### src/rtl/ahb_violation_log_pkg.sv
// Shared definitions for the AHB violation log: register offsets, STATUS layout
// and the logged entry format.
package ahb_violation_log_pkg;

  // Word offsets, i.e. haddr[4:2]
  localparam logic [2:0] OFF_STATUS      = 3'd0;
  localparam logic [2:0] OFF_HEAD_ADDR   = 3'd1;
  localparam logic [2:0] OFF_HEAD_MASTER = 3'd2;
  localparam logic [2:0] OFF_HEAD_INFO   = 3'd3;
  localparam logic [2:0] OFF_POP         = 3'd4;
  localparam logic [2:0] OFF_OVF_CNT     = 3'd5;
  localparam logic [2:0] OFF_CTRL        = 3'd6;

  localparam int ST_EMPTY   = 0;
  localparam int ST_FULL    = 1;
  localparam int ST_OVF     = 2;
  localparam int ST_CNT_LSB = 8;
  localparam int ST_CNT_MSB = 15;

  typedef struct packed {
    logic [31:0] addr;
    logic [31:0] master;
    logic        write;
  } viol_entry_t;

  localparam int ENTRY_W = $bits(viol_entry_t);

endpackage

### src/rtl/ahb_violation_log_if.sv
// Bus bundle for the violation log: passive monitor tap plus the register slave.
interface ahb_violation_log_if;
  logic        mon_hsel;
  logic [31:0] mon_haddr;
  logic [31:0] mon_hmaster;
  logic        mon_hwrite;
  logic        mon_hready;
  logic        mon_hresp;
  logic        hsel;
  logic [7:0]  haddr;
  logic        hwrite;
  logic [31:0] hwdata;
  logic [31:0] hrdata;
  logic        hready;
  logic        hresp;
  logic        irq;

  modport slave (
    input  mon_hsel, mon_haddr, mon_hmaster, mon_hwrite, mon_hready, mon_hresp,
    input  hsel, haddr, hwrite, hwdata,
    output hrdata, hready, hresp, irq
  );

  modport master (
    output mon_hsel, mon_haddr, mon_hmaster, mon_hwrite, mon_hready, mon_hresp,
    output hsel, haddr, hwrite, hwdata,
    input  hrdata, hready, hresp, irq
  );
endinterface

### src/rtl/ahb_violation_log_viol_fifo.sv
// Synchronous FIFO with extra-MSB pointers; a pop frees the slot for a same-cycle
// push, so push+pop on full is accepted.
module viol_fifo #(
  parameter  int DEPTH = 8,
  parameter  int W     = 65,
  localparam int AW    = $clog2(DEPTH)
) (
  input  logic         hclk,
  input  logic         hreset,
  input  logic         push,
  input  logic         pop,
  input  logic [W-1:0] din,
  output logic [W-1:0] dout,
  output logic         full,
  output logic         empty,
  output logic [AW:0]  count
);
  logic [AW:0]  wptr, rptr;
  logic [W-1:0] mem [DEPTH];
  logic         do_push, do_pop;

  assign empty   = (wptr == rptr);
  assign full    = (wptr[AW] != rptr[AW]) && (wptr[AW-1:0] == rptr[AW-1:0]);
  assign count   = wptr - rptr;
  assign do_pop  = pop & ~empty;
  assign do_push = push & (~full | do_pop);
  assign dout    = mem[rptr[AW-1:0]];

  always_ff @(posedge hclk or posedge hreset) begin
    if (hreset) begin
      wptr <= '0;
      rptr <= '0;
    end else begin
      if (do_push) wptr <= wptr + (AW+1)'(1);
      if (do_pop)  rptr <= rptr + (AW+1)'(1);
    end
  end

  // Storage needs no reset: pointers alone define validity
  always_ff @(posedge hclk) begin
    if (do_push) mem[wptr[AW-1:0]] <= din;
  end
endmodule

### src/rtl/ahb_violation_log.sv
// Logs AHB ERROR responses seen on the monitor tap into a FIFO that software
// drains through a small zero-wait-state AHB-Lite register slave.
module ahb_violation_log
  import ahb_violation_log_pkg::*;
#(
  parameter int DEPTH = 8,
  parameter int CNT_W = 16
) (
  input logic                hclk,
  input logic                hreset,
  ahb_violation_log_if.slave bus
);
  localparam int AW = $clog2(DEPTH);

  viol_entry_t      pend, head;
  logic             pend_v;
  logic             viol_push, pop_req, fifo_full, fifo_empty;
  logic [AW:0]      fifo_cnt;
  logic             dp_v, dp_write;
  logic [2:0]       dp_off;
  logic             wr_en, ovf_clr, ovf_evt, ovf_flag, irq_en;
  logic [CNT_W-1:0] ovf_cnt;
  logic [31:0]      rdata;
  logic             unused_ok;

  // Remember the data-phase transfer of the monitor until its response ends
  always_ff @(posedge hclk or posedge hreset) begin
    if (hreset) begin
      pend_v <= 1'b0;
      pend   <= '0;
    end else if (bus.mon_hready) begin
      pend_v <= bus.mon_hsel;
      if (bus.mon_hsel) pend <= '{addr: bus.mon_haddr, master: bus.mon_hmaster, write: bus.mon_hwrite};
    end
  end

  // Only the first ERROR cycle (hready low) logs, so each error pushes once
  assign viol_push = pend_v & bus.mon_hresp & ~bus.mon_hready;

  viol_fifo #(.DEPTH(DEPTH), .W(ENTRY_W)) u_fifo (
    .hclk  (hclk),
    .hreset(hreset),
    .push  (viol_push),
    .pop   (pop_req),
    .din   (pend),
    .dout  (head),
    .full  (fifo_full),
    .empty (fifo_empty),
    .count (fifo_cnt)
  );

  always_ff @(posedge hclk or posedge hreset) begin
    if (hreset) begin
      dp_v     <= 1'b0;
      dp_write <= 1'b0;
      dp_off   <= '0;
    end else begin
      dp_v     <= bus.hsel;
      dp_write <= bus.hwrite;
      dp_off   <= bus.haddr[4:2];
    end
  end

  assign wr_en   = dp_v & dp_write;
  assign pop_req = wr_en && (dp_off == OFF_POP);
  assign ovf_clr = wr_en && (dp_off == OFF_OVF_CNT);
  assign ovf_evt = viol_push & fifo_full & ~pop_req;

  // A software clear takes priority over an overflow in the same cycle
  always_ff @(posedge hclk or posedge hreset) begin
    if (hreset) begin
      ovf_flag <= 1'b0;
      ovf_cnt  <= '0;
      irq_en   <= 1'b0;
    end else begin
      if (ovf_clr) begin
        ovf_flag <= 1'b0;
        ovf_cnt  <= '0;
      end else if (ovf_evt) begin
        ovf_flag <= 1'b1;
        if (ovf_cnt != '1) ovf_cnt <= ovf_cnt + CNT_W'(1);
      end
      if (wr_en && (dp_off == OFF_CTRL)) irq_en <= bus.hwdata[0];
    end
  end

  always_comb begin
    rdata = '0;
    if (dp_v && !dp_write) begin
      case (dp_off)
        OFF_STATUS: begin
          rdata[ST_EMPTY]              = fifo_empty;
          rdata[ST_FULL]               = fifo_full;
          rdata[ST_OVF]                = ovf_flag;
          rdata[ST_CNT_MSB:ST_CNT_LSB] = 8'(fifo_cnt);
        end
        OFF_HEAD_ADDR:   if (!fifo_empty) rdata = head.addr;
        OFF_HEAD_MASTER: if (!fifo_empty) rdata = head.master;
        OFF_HEAD_INFO:   if (!fifo_empty) rdata[0] = head.write;
        OFF_OVF_CNT:     rdata = 32'(ovf_cnt);
        OFF_CTRL:        rdata[0] = irq_en;
        default:         rdata = '0;
      endcase
    end
  end

  assign bus.hrdata = rdata;
  assign bus.hready = 1'b1;
  assign bus.hresp  = 1'b0;
  assign bus.irq    = irq_en & ~fifo_empty;

  assign unused_ok = ^{bus.haddr[7:5], bus.haddr[1:0], bus.hwdata[31:1]};
endmodule

### src/flat_wrapper.sv
// flat-port wrapper written by rule: the top's interface ports become plain ports
module ahb_violation_log_flat import ahb_violation_log_pkg::*;
#(
  parameter int DEPTH = 8,
  parameter int CNT_W = 16
)
  (hclk, hreset, bus_mon_hsel, bus_mon_haddr, bus_mon_hmaster, bus_mon_hwrite, bus_mon_hready, bus_mon_hresp, bus_hsel, bus_haddr, bus_hwrite, bus_hwdata, bus_hrdata, bus_hready, bus_hresp, bus_irq);
  ahb_violation_log_if bus_i ();
  input logic hclk;
  input logic hreset;
  input wire logic [$bits(bus_i.mon_hsel)-1:0] bus_mon_hsel;
  input wire logic [$bits(bus_i.mon_haddr)-1:0] bus_mon_haddr;
  input wire logic [$bits(bus_i.mon_hmaster)-1:0] bus_mon_hmaster;
  input wire logic [$bits(bus_i.mon_hwrite)-1:0] bus_mon_hwrite;
  input wire logic [$bits(bus_i.mon_hready)-1:0] bus_mon_hready;
  input wire logic [$bits(bus_i.mon_hresp)-1:0] bus_mon_hresp;
  input wire logic [$bits(bus_i.hsel)-1:0] bus_hsel;
  input wire logic [$bits(bus_i.haddr)-1:0] bus_haddr;
  input wire logic [$bits(bus_i.hwrite)-1:0] bus_hwrite;
  input wire logic [$bits(bus_i.hwdata)-1:0] bus_hwdata;
  output wire logic [$bits(bus_i.hrdata)-1:0] bus_hrdata;
  output wire logic [$bits(bus_i.hready)-1:0] bus_hready;
  output wire logic [$bits(bus_i.hresp)-1:0] bus_hresp;
  output wire logic [$bits(bus_i.irq)-1:0] bus_irq;
  assign bus_i.mon_hsel = bus_mon_hsel;
  assign bus_i.mon_haddr = bus_mon_haddr;
  assign bus_i.mon_hmaster = bus_mon_hmaster;
  assign bus_i.mon_hwrite = bus_mon_hwrite;
  assign bus_i.mon_hready = bus_mon_hready;
  assign bus_i.mon_hresp = bus_mon_hresp;
  assign bus_i.hsel = bus_hsel;
  assign bus_i.haddr = bus_haddr;
  assign bus_i.hwrite = bus_hwrite;
  assign bus_i.hwdata = bus_hwdata;
  assign bus_hrdata = bus_i.hrdata;
  assign bus_hready = bus_i.hready;
  assign bus_hresp = bus_i.hresp;
  assign bus_irq = bus_i.irq;
  ahb_violation_log #(.DEPTH(DEPTH), .CNT_W(CNT_W)) u_core (.hclk(hclk), .hreset(hreset), .bus(bus_i));
endmodule
### config.mk
export PLATFORM = sky130hd
export DESIGN_NAME = ahb_violation_log_flat
export DESIGN_NICKNAME = d
export VERILOG_FILES = /design/src/rtl/ahb_violation_log_pkg.sv /design/src/rtl/ahb_violation_log_if.sv /design/src/rtl/ahb_violation_log_viol_fifo.sv /design/src/rtl/ahb_violation_log.sv /design/src/flat_wrapper.sv
export SDC_FILE = /design/constraint.sdc
export NUM_CORES = 1
export LEC_CHECK = 0
export CORE_ASPECT_RATIO = 2
export CORE_MARGIN = 4
export CORE_UTILIZATION = 41
export DETAILED_ROUTE_END_ITERATION = 6
export DONT_BUFFER_PORTS = 1
export PLACE_DENSITY = 0.54
export SLEW_MARGIN = 20
export SYNTH_ARGS = -nofsm -noshare
export SYNTH_HDL_FRONTEND = slang
export SYNTH_SLANG_ARGS = --single-unit
export TNS_END_PERCENT = 5
### constraint.sdc
create_clock -name hclk -period 23.5 [get_ports hclk]
set_input_delay 4.7 -clock hclk [delete_from_list [all_inputs] [get_ports hclk]]
set_output_delay 4.7 -clock hclk [all_outputs]
set_load 0.02 [all_outputs]
==> results.ini <==
[clock_tree]
cts_root_buffer = clkbuf_16
cts_tree = yes
insertion_delay_ps = 590
cts.repair.resized = 0
clk_pin_slew_ps = 70
cts_buffer_depth = 3
hold_buffers = 0
cts_max_level = 2
cts_buffers = 55
cts_sinks = 617
post_cts_buffers = 0

[finish]
n_fill_cell = 4964
drive_gt1_frac = 0.252
final_net_count = 1397
syn2layout_area_growth_pct = 11.9

[global_routing]
track_usage = 0.176
grt_max_degree = 62
grt_pass1_vias = 12600
grt_pass1_wl_um = 83400
antenna_found_initial = 6
grt_overflow = 0

[route]
drt_wl_total_um = 56300
firstDrtPassIters = 5
ant_nets = 0
drt_iter0_markers = 765
vias = 11800
drc = 0
wl_per_cell_um = 26.9
routed_via_density = 5.62

[synth]
synth_cell_types = 63
synth_top_cell_by_area = edfxtp_1
synth_edf_count = 520
ys.flop_type = edfxtp_1
ys_async_sr_fraction = 0.157
ys_ff_latch = 617
synth_top_cell_area_share = 0.643
synth_cells = 1261
synthTopCellsByCount = 520 x edfxtp_1, 111 x mux4_2, 97 x dfrtp_1
avgSynthCellArea_um2 = 19.3
yosys-top-cells-area = edfxtp_1 64%, mux4_2 10%, dfrtp_1 10%, mux2_2 3.8%, mux2i_1 2.2%
syn-num-nets = 1380
yosysMostFrequentCell = edfxtp_1
yosys_warnings = 0
syn-cell-area_um2 = 24300
ys_seq_area_frac = 0.743

[floorplan]
dieArea_um2 = 63400
die_x_um = 180
pin_count = 147
core_um2 = 58800
dieHeight_um = 352
floorplan.initialDensity = 0.413
row_count = 126

[sta]
relSlewSlack = 0.299
drv_slew = 0
setup_tns_ps = 0
rsz0062_at_grt = no
setup_viol = 0
fin_crit_ps = 9200
hold_viol_final = 0
finalClockSkew_ps = 20.1
worstMarginPinSlew_ps = 1050
fmax_mhz = 109
period_share = 0.391

[critical_path]
arrival_ps = 4500
r2r-end = u_core.u_fifo.mem[7][61]
end_kind = primary output
reg2reg_depth = 8
worstReg2RegStart = u_core.u_fifo.rptr[1]
r2r_slack_ps = 18980
worst_ep_required_time_ps = 18800
criticalPathCategory = reg2out
critPathMaxFanout = 61
start_kind = flop

[run]
max_cap_violations = 0

[outcome]
status = complete, no violations

[worst_hold_path]
hp-start = u_core.ovf_flag
worstHoldPathCells = 2
min_to = u_core.ovf_flag
hold_class = reg2reg

[placed_design]
io_buffers = 0
dp_hpwl_um = 32300
globalplace.congestion = 0.803

[pwr]
irDropWorstVdd_mv = 0.0723
power.total_w = 0.00289
p_leak_nw = 9.13
pwr_density_cell_nw_per_um2 = 106

-- where the power goes --
group	total, W	switching (W)	internal [W]
registers	0.00137	0.000100	0.00127
clock network	0.000965	0.000401	0.000564
logic	0.000556	0.000287	0.000269
-- layout by cell type, fill, tap and decap left out, types with 3 or more instances in the layout --
cell,synthesis,layout
nor2b_1,7,7
nor3_2,0,4
clkbuf_8,0,6
nor2_1,41,41
buf_4,8,25
dfrtp_1,97,95
clkbuf_1,35,9
a32oi_1,8,8
a22oi_1,14,14
o21ai_0,21,21
o22a_1,16,16
nor3_1,12,8
a221oi_1,3,3
a211oi_1,3,3
and3_1,5,5
ha_1,6,6
clkinv_1,0,3
clkbuf_16,0,57
a21oi_1,13,13
nand2_1,73,72
mux4_2,111,111
xnor2_1,8,8
or3_1,8,8
a22o_1,12,12
clkinv_2,0,13
xor2_1,5,5
mux2i_1,53,53
diode_2,0,3
edfxtp_1,520,520
mux2_2,83,83
nand3_1,6,6
bufinv_16,0,9
and2_1,5,5
o22ai_1,9,9
inv_1,11,9
nand4_1,5,5
-- logic make-up after synthesis --
kind of cell	after synthesis	synth area share
other cells	2	0.000309
flops	617	0.743
mux	247	0.163
simple gates	183	0.0357
fa+ha+maj	7	0.00391
buf+inv	77	0.0142
xor+xnor	14	0.00536
compound gates	114	0.0345
-- stage by stage --
step,hold slack (ps),utilization,worst slack (ps),std cells,cell area (um2)
after floorplan,467,-,11650,1261,24300
after global placement,485,0.429,14950,1989,25200
after detailed placement,509,0.429,14890,1989,25200
after CTS,520,0.462,14230,2092,27200
after global routing,545,0.462,14080,2092,27200
final,524,0.462,14300,2095,27200
-- metal layers --
| metal | up-vias | share of wire | global-route usage |
|---|---|---|---|
| met5 | - | 0.00082 | 0 |
| met4 | 6 | 0.029 | 0.0531 |
| met3 | 91 | 0.054 | 0.0354 |
| met2 | 306 | 0.54 | 0.324 |
| met1 | 6258 | 0.38 | 0.207 |
| li1 | 5105 | - | - |
-- worst max-delay path by stage --
stage | from | to | slack, ps | cells after the start
after floorplan | bus_mon_hready | u_core.u_fifo.mem[0][0] | 11650 | 3
after global placement | u_core.u_fifo.rptr[1] | bus_hrdata[19] | 14950 | 6
after detailed placement | u_core.u_fifo.rptr[1] | bus_hrdata[19] | 14890 | 6
after CTS | u_core.u_fifo.rptr[1] | bus_hrdata[19] | 14230 | 6
after global routing | u_core.u_fifo.rptr[1] | bus_hrdata[19] | 14080 | 6
final | u_core.u_fifo.rptr[1] | bus_hrdata[19] | 14300 | 6
-- flip-flops by register name (all words and copies together) (netlist names) --
name / count
u_core.ovf_cnt: 16
u_core.u_fifo.wptr: 4
u_core.dp_v: 1
u_core.pend: 65
u_core.dp_write: 1
u_core.u_fifo.rptr: 4
u_core.pend_v: 1
u_core.ovf_flag: 1
u_core.dp_off: 3
u_core.irq_en: 1
u_core.u_fifo.mem: 520
-- cell type report --
| cell class | count | area (um2) | share of cell area |
|---|---|---|---|
| Multi-Input combinational cell | 567 | 5970 | 0.220 |
| Clock inverter | 31 | 408 | 0.0150 |
| Timing Repair Buffer | 25 | 188 | 0.00691 |
| Clock buffer | 72 | 1540 | 0.0568 |
| Tap cell | 768 | 961 | 0.0354 |
| Antenna cell | 3 | 7.51 | 0.000276 |
| Inverter | 12 | 48.8 | 0.00180 |
| Sequential cell | 617 | 18000 | 0.664 |
-- critical path: stages (launching register included) --
cell and delay [ps]:
dfrtp_4 1120, inv_1 360, ha_1 390, and3_1 230
nand2_1 470, nand2_1 580, nor2_1 720
Power figures use the tool's default switching activity.
